### config.mk
export PLATFORM = sky130hd
export DESIGN_NAME = ps2_transmitter
export DESIGN_NICKNAME = d
export VERILOG_FILES = /design/src/rtl/ps2_transmitter.sv
export SDC_FILE = /design/constraint.sdc
export NUM_CORES = 1
export LEC_CHECK = 0
export CAP_MARGIN = 40
export CORE_ASPECT_RATIO = 0.9
export CORE_MARGIN = 4
export CORE_UTILIZATION = 45
export CTS_BUF_LIST = sky130_fd_sc_hd__clkbuf_8
export DETAILED_ROUTE_END_ITERATION = 10
export GPL_TIMING_DRIVEN = 0
export SYNTH_ARGS = -nofsm -noshare
export SYNTH_HDL_FRONTEND = slang
export SYNTH_SLANG_ARGS = --single-unit
### constraint.sdc
create_clock -name clk -period 3.6 [get_ports clk]
set_input_delay 0.72 -clock clk [delete_from_list [all_inputs] [get_ports clk]]
set_output_delay 0.72 -clock clk [all_outputs]
set_load 0.01 [all_outputs]
### src/rtl/ps2_transmitter.sv
`timescale 1ns/1ps
// Host-to-device PS/2 transmitter: inhibit, request-to-send, 8 data + odd parity + stop, then ACK check.
// Latency: ~INHIBIT_CYCLES+RTS_CYCLES before SEND, then paced by device clocks; all outputs registered.
// Backpressure: tx_ready is high only in IDLE; tx_valid outside IDLE is dropped, nothing is queued.
module ps2_transmitter #(
  parameter int unsigned INHIBIT_CYCLES = 5000,
  parameter int unsigned RTS_CYCLES     = 64,
  parameter int unsigned TIMEOUT_CYCLES = 1000000
) (
  input  logic       clk,
  input  logic       clr,
  input  logic       ps2c,
  input  logic       ps2d,
  input  logic [7:0] tx_data,
  input  logic       tx_valid,
  output logic       tx_ready,
  output logic       tx_busy,
  output logic       tx_done,
  output logic       tx_err,
  output logic       ps2c_oe,
  output logic       ps2d_oe
);

  localparam int unsigned CW = $clog2(INHIBIT_CYCLES + RTS_CYCLES + 1);
  localparam int unsigned TW = $clog2(TIMEOUT_CYCLES + 1);

  typedef enum logic [2:0] {
    S_IDLE,
    S_INHIBIT,
    S_RTS,
    S_SEND,
    S_ACK,
    S_WAIT_IDLE
  } state_e;

  state_e        state_q, state_d;
  logic [CW-1:0] cnt_q, cnt_d;
  logic [TW-1:0] to_q, to_d;
  logic [3:0]    bit_q, bit_d;
  logic [9:0]    frame_q, frame_d;
  logic          c_oe_q, c_oe_d;
  logic          d_oe_q, d_oe_d;
  logic          ready_q, ready_d;
  logic          busy_q, busy_d;
  logic          done_q, done_d;
  logic          err_q, err_d;

  logic [7:0]    c_sh_q, d_sh_q;
  logic          c_f_q, d_f_q;
  logic          c_prev_q;
  logic          fall_q;
  logic          timeout;

  // Pin filters: a level only changes after 8 identical samples; fall is registered once more.
  always_ff @(posedge clk) begin
    if (!clr) begin
      c_sh_q   <= 8'hFF;
      d_sh_q   <= 8'hFF;
      c_f_q    <= 1'b1;
      d_f_q    <= 1'b1;
      c_prev_q <= 1'b1;
      fall_q   <= 1'b0;
    end else begin
      c_sh_q <= {c_sh_q[6:0], ps2c};
      d_sh_q <= {d_sh_q[6:0], ps2d};
      if (&c_sh_q)       c_f_q <= 1'b1;
      else if (~|c_sh_q) c_f_q <= 1'b0;
      if (&d_sh_q)       d_f_q <= 1'b1;
      else if (~|d_sh_q) d_f_q <= 1'b0;
      c_prev_q <= c_f_q;
      fall_q   <= c_prev_q & ~c_f_q;
    end
  end

  assign timeout = (to_q == TW'(TIMEOUT_CYCLES - 1));

  // Next-state and registered-output logic; timeout outranks a coincident fall.
  always_comb begin
    state_d = state_q;
    cnt_d   = cnt_q;
    to_d    = to_q;
    bit_d   = bit_q;
    frame_d = frame_q;
    c_oe_d  = c_oe_q;
    d_oe_d  = d_oe_q;
    done_d  = 1'b0;
    err_d   = 1'b0;
    case (state_q)
      S_IDLE: begin
        c_oe_d = 1'b0;
        d_oe_d = 1'b0;
        if (tx_valid && ready_q) begin
          frame_d = {1'b1, ~^tx_data, tx_data};
          bit_d   = 4'd0;
          cnt_d   = '0;
          c_oe_d  = 1'b1;
          state_d = S_INHIBIT;
        end
      end
      S_INHIBIT: begin
        if (cnt_q == CW'(INHIBIT_CYCLES - 1)) begin
          cnt_d   = '0;
          d_oe_d  = 1'b1;
          state_d = S_RTS;
        end else begin
          cnt_d = cnt_q + CW'(1);
        end
      end
      S_RTS: begin
        to_d = '0;
        if (cnt_q == CW'(RTS_CYCLES - 1)) begin
          cnt_d   = '0;
          c_oe_d  = 1'b0;
          state_d = S_SEND;
        end else begin
          cnt_d = cnt_q + CW'(1);
        end
      end
      S_SEND: begin
        to_d = to_q + TW'(1);
        if (!timeout && fall_q) begin
          d_oe_d = ~frame_q[bit_q];
          bit_d  = bit_q + 4'd1;
          if (bit_q == 4'd9) state_d = S_ACK;
        end
      end
      S_ACK: begin
        to_d   = to_q + TW'(1);
        d_oe_d = 1'b0;
        if (!timeout && fall_q) begin
          if (!d_f_q) begin
            state_d = S_WAIT_IDLE;
          end else begin
            err_d   = 1'b1;
            state_d = S_IDLE;
          end
        end
      end
      S_WAIT_IDLE: begin
        to_d = to_q + TW'(1);
        if (!timeout && c_f_q && d_f_q) begin
          done_d  = 1'b1;
          state_d = S_IDLE;
        end
      end
      default: state_d = S_IDLE;
    endcase
    if ((state_q == S_SEND || state_q == S_ACK || state_q == S_WAIT_IDLE) && timeout) begin
      err_d   = 1'b1;
      c_oe_d  = 1'b0;
      d_oe_d  = 1'b0;
      state_d = S_IDLE;
    end
    ready_d = (state_d == S_IDLE) && !done_d && !err_d;
    busy_d  = (state_d != S_IDLE);
  end

  // State, counters and output registers; reset wins over everything, mid-frame included.
  always_ff @(posedge clk) begin
    if (!clr) begin
      state_q <= S_IDLE;
      cnt_q   <= '0;
      to_q    <= '0;
      bit_q   <= 4'd0;
      frame_q <= '0;
      c_oe_q  <= 1'b0;
      d_oe_q  <= 1'b0;
      ready_q <= 1'b1;
      busy_q  <= 1'b0;
      done_q  <= 1'b0;
      err_q   <= 1'b0;
    end else begin
      state_q <= state_d;
      cnt_q   <= cnt_d;
      to_q    <= to_d;
      bit_q   <= bit_d;
      frame_q <= frame_d;
      c_oe_q  <= c_oe_d;
      d_oe_q  <= d_oe_d;
      ready_q <= ready_d;
      busy_q  <= busy_d;
      done_q  <= done_d;
      err_q   <= err_d;
    end
  end

  assign tx_ready = ready_q;
  assign tx_busy  = busy_q;
  assign tx_done  = done_q;
  assign tx_err   = err_q;
  assign ps2c_oe  = c_oe_q;
  assign ps2d_oe  = d_oe_q;

endmodule

==> impl_results.md <==
* Crit. End Element: flop
* Antenna diode count at 0
* # setup viols final at 0
* Req. time, crit path at 3.82 ns
* Startpoint Class: input port
* Setup CP Type: in2reg
* Worst slew pin tran at 0.761 ns
* Top cells by area, synth: dfxtp_1 (42%), nand2_1 (5.6%), nor2_1 (3.8%)
* Setup bufs post-CTS at 0
* First-pass GRT wire length at 14.1 mm
* P&R area growth vs syn at 14.0%
* Setup_tns at 0 ns
* Final Hold Fails at 0
* Synth top area share at 41.8%
* Post-DP HPWL at 5.82 mm
* Worst skew pair latency at 0.35 ns
* Clk_skew at 0.0154 ns
* Post-synthesis compound-gate area fraction at 14.0%
* Initial Utilization at 47.3%
* Post-synthesis cell type with the largest combined area: dfxtp_1
* DP Cell Count at 532
* Antenna viol nets, final at 0
* Crit path DAT at 2.61 ns
* Num Clock Sinks at 76
* Final Util at 53.9%
* Filler Cell Count at 740
* Worst slew margin relative to its limit at 49.1%
* Tcrit/Tclk final at 66.4%
* Pwr/cell area at 408 nW/um^2
* Max-Cap Viols at 0
* Post-synthesis simple-gate area fraction at 30.9%
* Die W at 103 microns
* Clk pin slew, worst setup/hold paths at 0.08 ns
* Syn. warnings at 0
* Largest net degree at the start of global routing at 15
* Total CTS buffers at 9
* Post-Synth Adder-Cell Area at 1.38%
* Largest family of logic cells by synthesized area: simple AND/OR/NAND/NOR gates
* Worst hold path type: reg2reg
* Setup WS post-layout at 1.21 ns
* Row count at 30
* Pins over their slew limit at 0
* Via count at 3,096
* Worst Path Max Fanout at 10
* WL final at 8.30 mm
* Outcome: completed
* Final min period at 2.39 ns
* DRT Pass-1 Iters at 4
* Yosys reg bits at 76
* Worst-case clock buffer depth at 2
* Global-route total usage across every layer at 18.5%
* Gp weighted congestion at 0.856
* FFs w/ async S/R, synth at 0%
* Post-Synthesis Mean Instance Area at 8.70 sq um
* Iter 0 DRT Violations at 177
* Core region area at 7690 sq um
* Mux cell area share after synthesis at 4.16%
* Syn Inst Count at 418
* Vias in the first global route at 2,922
* Xor and xnor area share after synthesis at 4.82%
* Top-Level Pins at 19
* H-tree depth at 3
* Slowest-stage cell, CP: a211oi_2
* Gr ovfl total at 0
* Synthesized net count at 435
* Die area at 9590 sq um
* Nets at 464
* Commonest non-fill, non-tap cell in the layout: dfxtp_1
* Area post-placement at 3940 sq um
* Antenna violations before repair at 0
* DR WL/cell at 15.1 microns
* Most frequent cells in the layout: dfxtp_1 (76), nand2_1 (54), nor2_1 (37), nand2b_1 (22), a21oi_1 (20)
* CTS resizes at 0
* Primary FF master, synth: dfxtp_1
* Critical Path Max Stage Delay at 0.55 ns
* EDFF count, synth at 0
* CTS Hold Bufs at 0
* Sequence of cells on the critical path: clkdlybuf4s50_1 > a211oi_1 > a211oi_2 > inv_1 > o21ai_2 > nor2_1
* Clock Tree Root: clkbuf_8
* Synthesized cell area at 3640 sq um
* Fin cells at 548
* Maximum VDD drop at 0.189 mV
* Share of layout cells above drive strength 1 at 7.96%
* Pre-CTS WS at 0.794 ns
* Sequential area share after synthesis at 41.8%
* TritonCTS clock tree: done
* RSZ-0062 raised after global routing: false
* Design Area, Final at 4150 sq um
* Leak at 1.47 nW
* Via density per instance at 5.65
* DIE HEIGHT at 93.3 microns
* Drt drc at 0
* Max Freq at 419 MHz
* Synth unique cells at 68
* Port bufs at 18
==> worst paths after layout <==
| path | startpoint | end | slack [ns] | depth (start not counted) |
|---|---|---|---|---|
| worst max-delay path | tx_valid | cnt_q[0] | 1.21 | 6 |
| worst min register to register | c_sh_q[5] | c_sh_q[6] | 0.44 | 1 |
| worst min-delay path | c_sh_q[5] | c_sh_q[6] | 0.44 | 1 |
| worst max register to register | cnt_q[6] | cnt_q[0] | 1.43 | 5 |
==> Yosys cell counts, types with 4 or more instances <==
cell type and count:
dfxtp_1 76, nand2_1 54, nor2_1 37, nand2b_1 22
a21oi_1 20, nand4_1 18, clkbuf_1 14, nand3_1 14
xnor2_1 10, xor2_1 10, and3_1 9, nor3_1 7
nand3b_1 6, nor4_1 6, and2_1 5, mux2_1 5
mux2i_1 5, o21ai_0 5, o21ai_1 5, a31oi_1 4
buf_2 4, ha_1 4, inv_1 4, o31ai_1 4
==> per-stage QoR <==
step | hold WS (ns) | total power, mW
floorplan | 0.404 | 0.981
global placement | 0.415 | 1.03
detailed placement | 0.419 | 1.03
CTS | 0.440 | 1.71
global route | 0.462 | 1.77
finish | 0.437 | 1.69
==> worst max-delay path, delay by kind of cell <==
kind | cells | cell delay, ns
and+or+nand+nor | 1 | 0.10
buffers and inverters | 2 | 0.73
AOI/OAI and AO/OA | 3 | 1.06
==> state kept, by name, summed over array words and instances (netlist names), 3 cells and up <==
name	flops
bit_q	4
c_sh_q	8
cnt_q	13
d_sh_q	8
frame_q	10
state_q	3
to_q	20
==> layer usage <==
layer | vias up | track usage [%] | routed length, microns | share of wire [%]
met5 | - | 0 | 0 | 0
met4 | 0 | 6.36 | 92 | 1.1
met3 | 11 | 4.03 | 305 | 3.7
met2 | 55 | 28.2 | 3740 | 45
met1 | 1458 | 25.8 | 4160 | 50
li1 | 1572 | - | - | -
==> cell families (layout without fill, tap and decap cells) <==
logic type | count (synthesis) | count (layout)
and+or+nand+nor | 208 | 208
DFF | 76 | 76
AOI/OAI and AO/OA | 73 | 73
buffers and inverters | 25 | 59
xor gates and xnor gates | 20 | 20
muxes | 12 | 12
adders and majority gates | 4 | 4
==> where the power goes <==
part | switching, mW | internal, mW | leakage (nW)
Clock | 0.335 | 0.345 | 0.107
Sequential | 0.0103 | 0.860 | 0.617
Combinational | 0.0788 | 0.0613 | 0.748
==> final cells by class <==
| type | count | area [sq um] | share of cell area (%) |
|---|---|---|---|
| plain buffers | 20 | 87.6 | 2.11 |
| multi-input cells | 317 | 2010 | 48.5 |
| inverters | 5 | 18.8 | 0.453 |
| clock buffers | 10 | 138 | 3.32 |
| flip-flops and latches | 76 | 1520 | 36.7 |
| well taps | 96 | 120 | 2.90 |
| repair buffers | 18 | 180 | 4.35 |
| clock inverters | 6 | 70.1 | 1.69 |
Note: power is estimated with default switching activity, not from simulation.
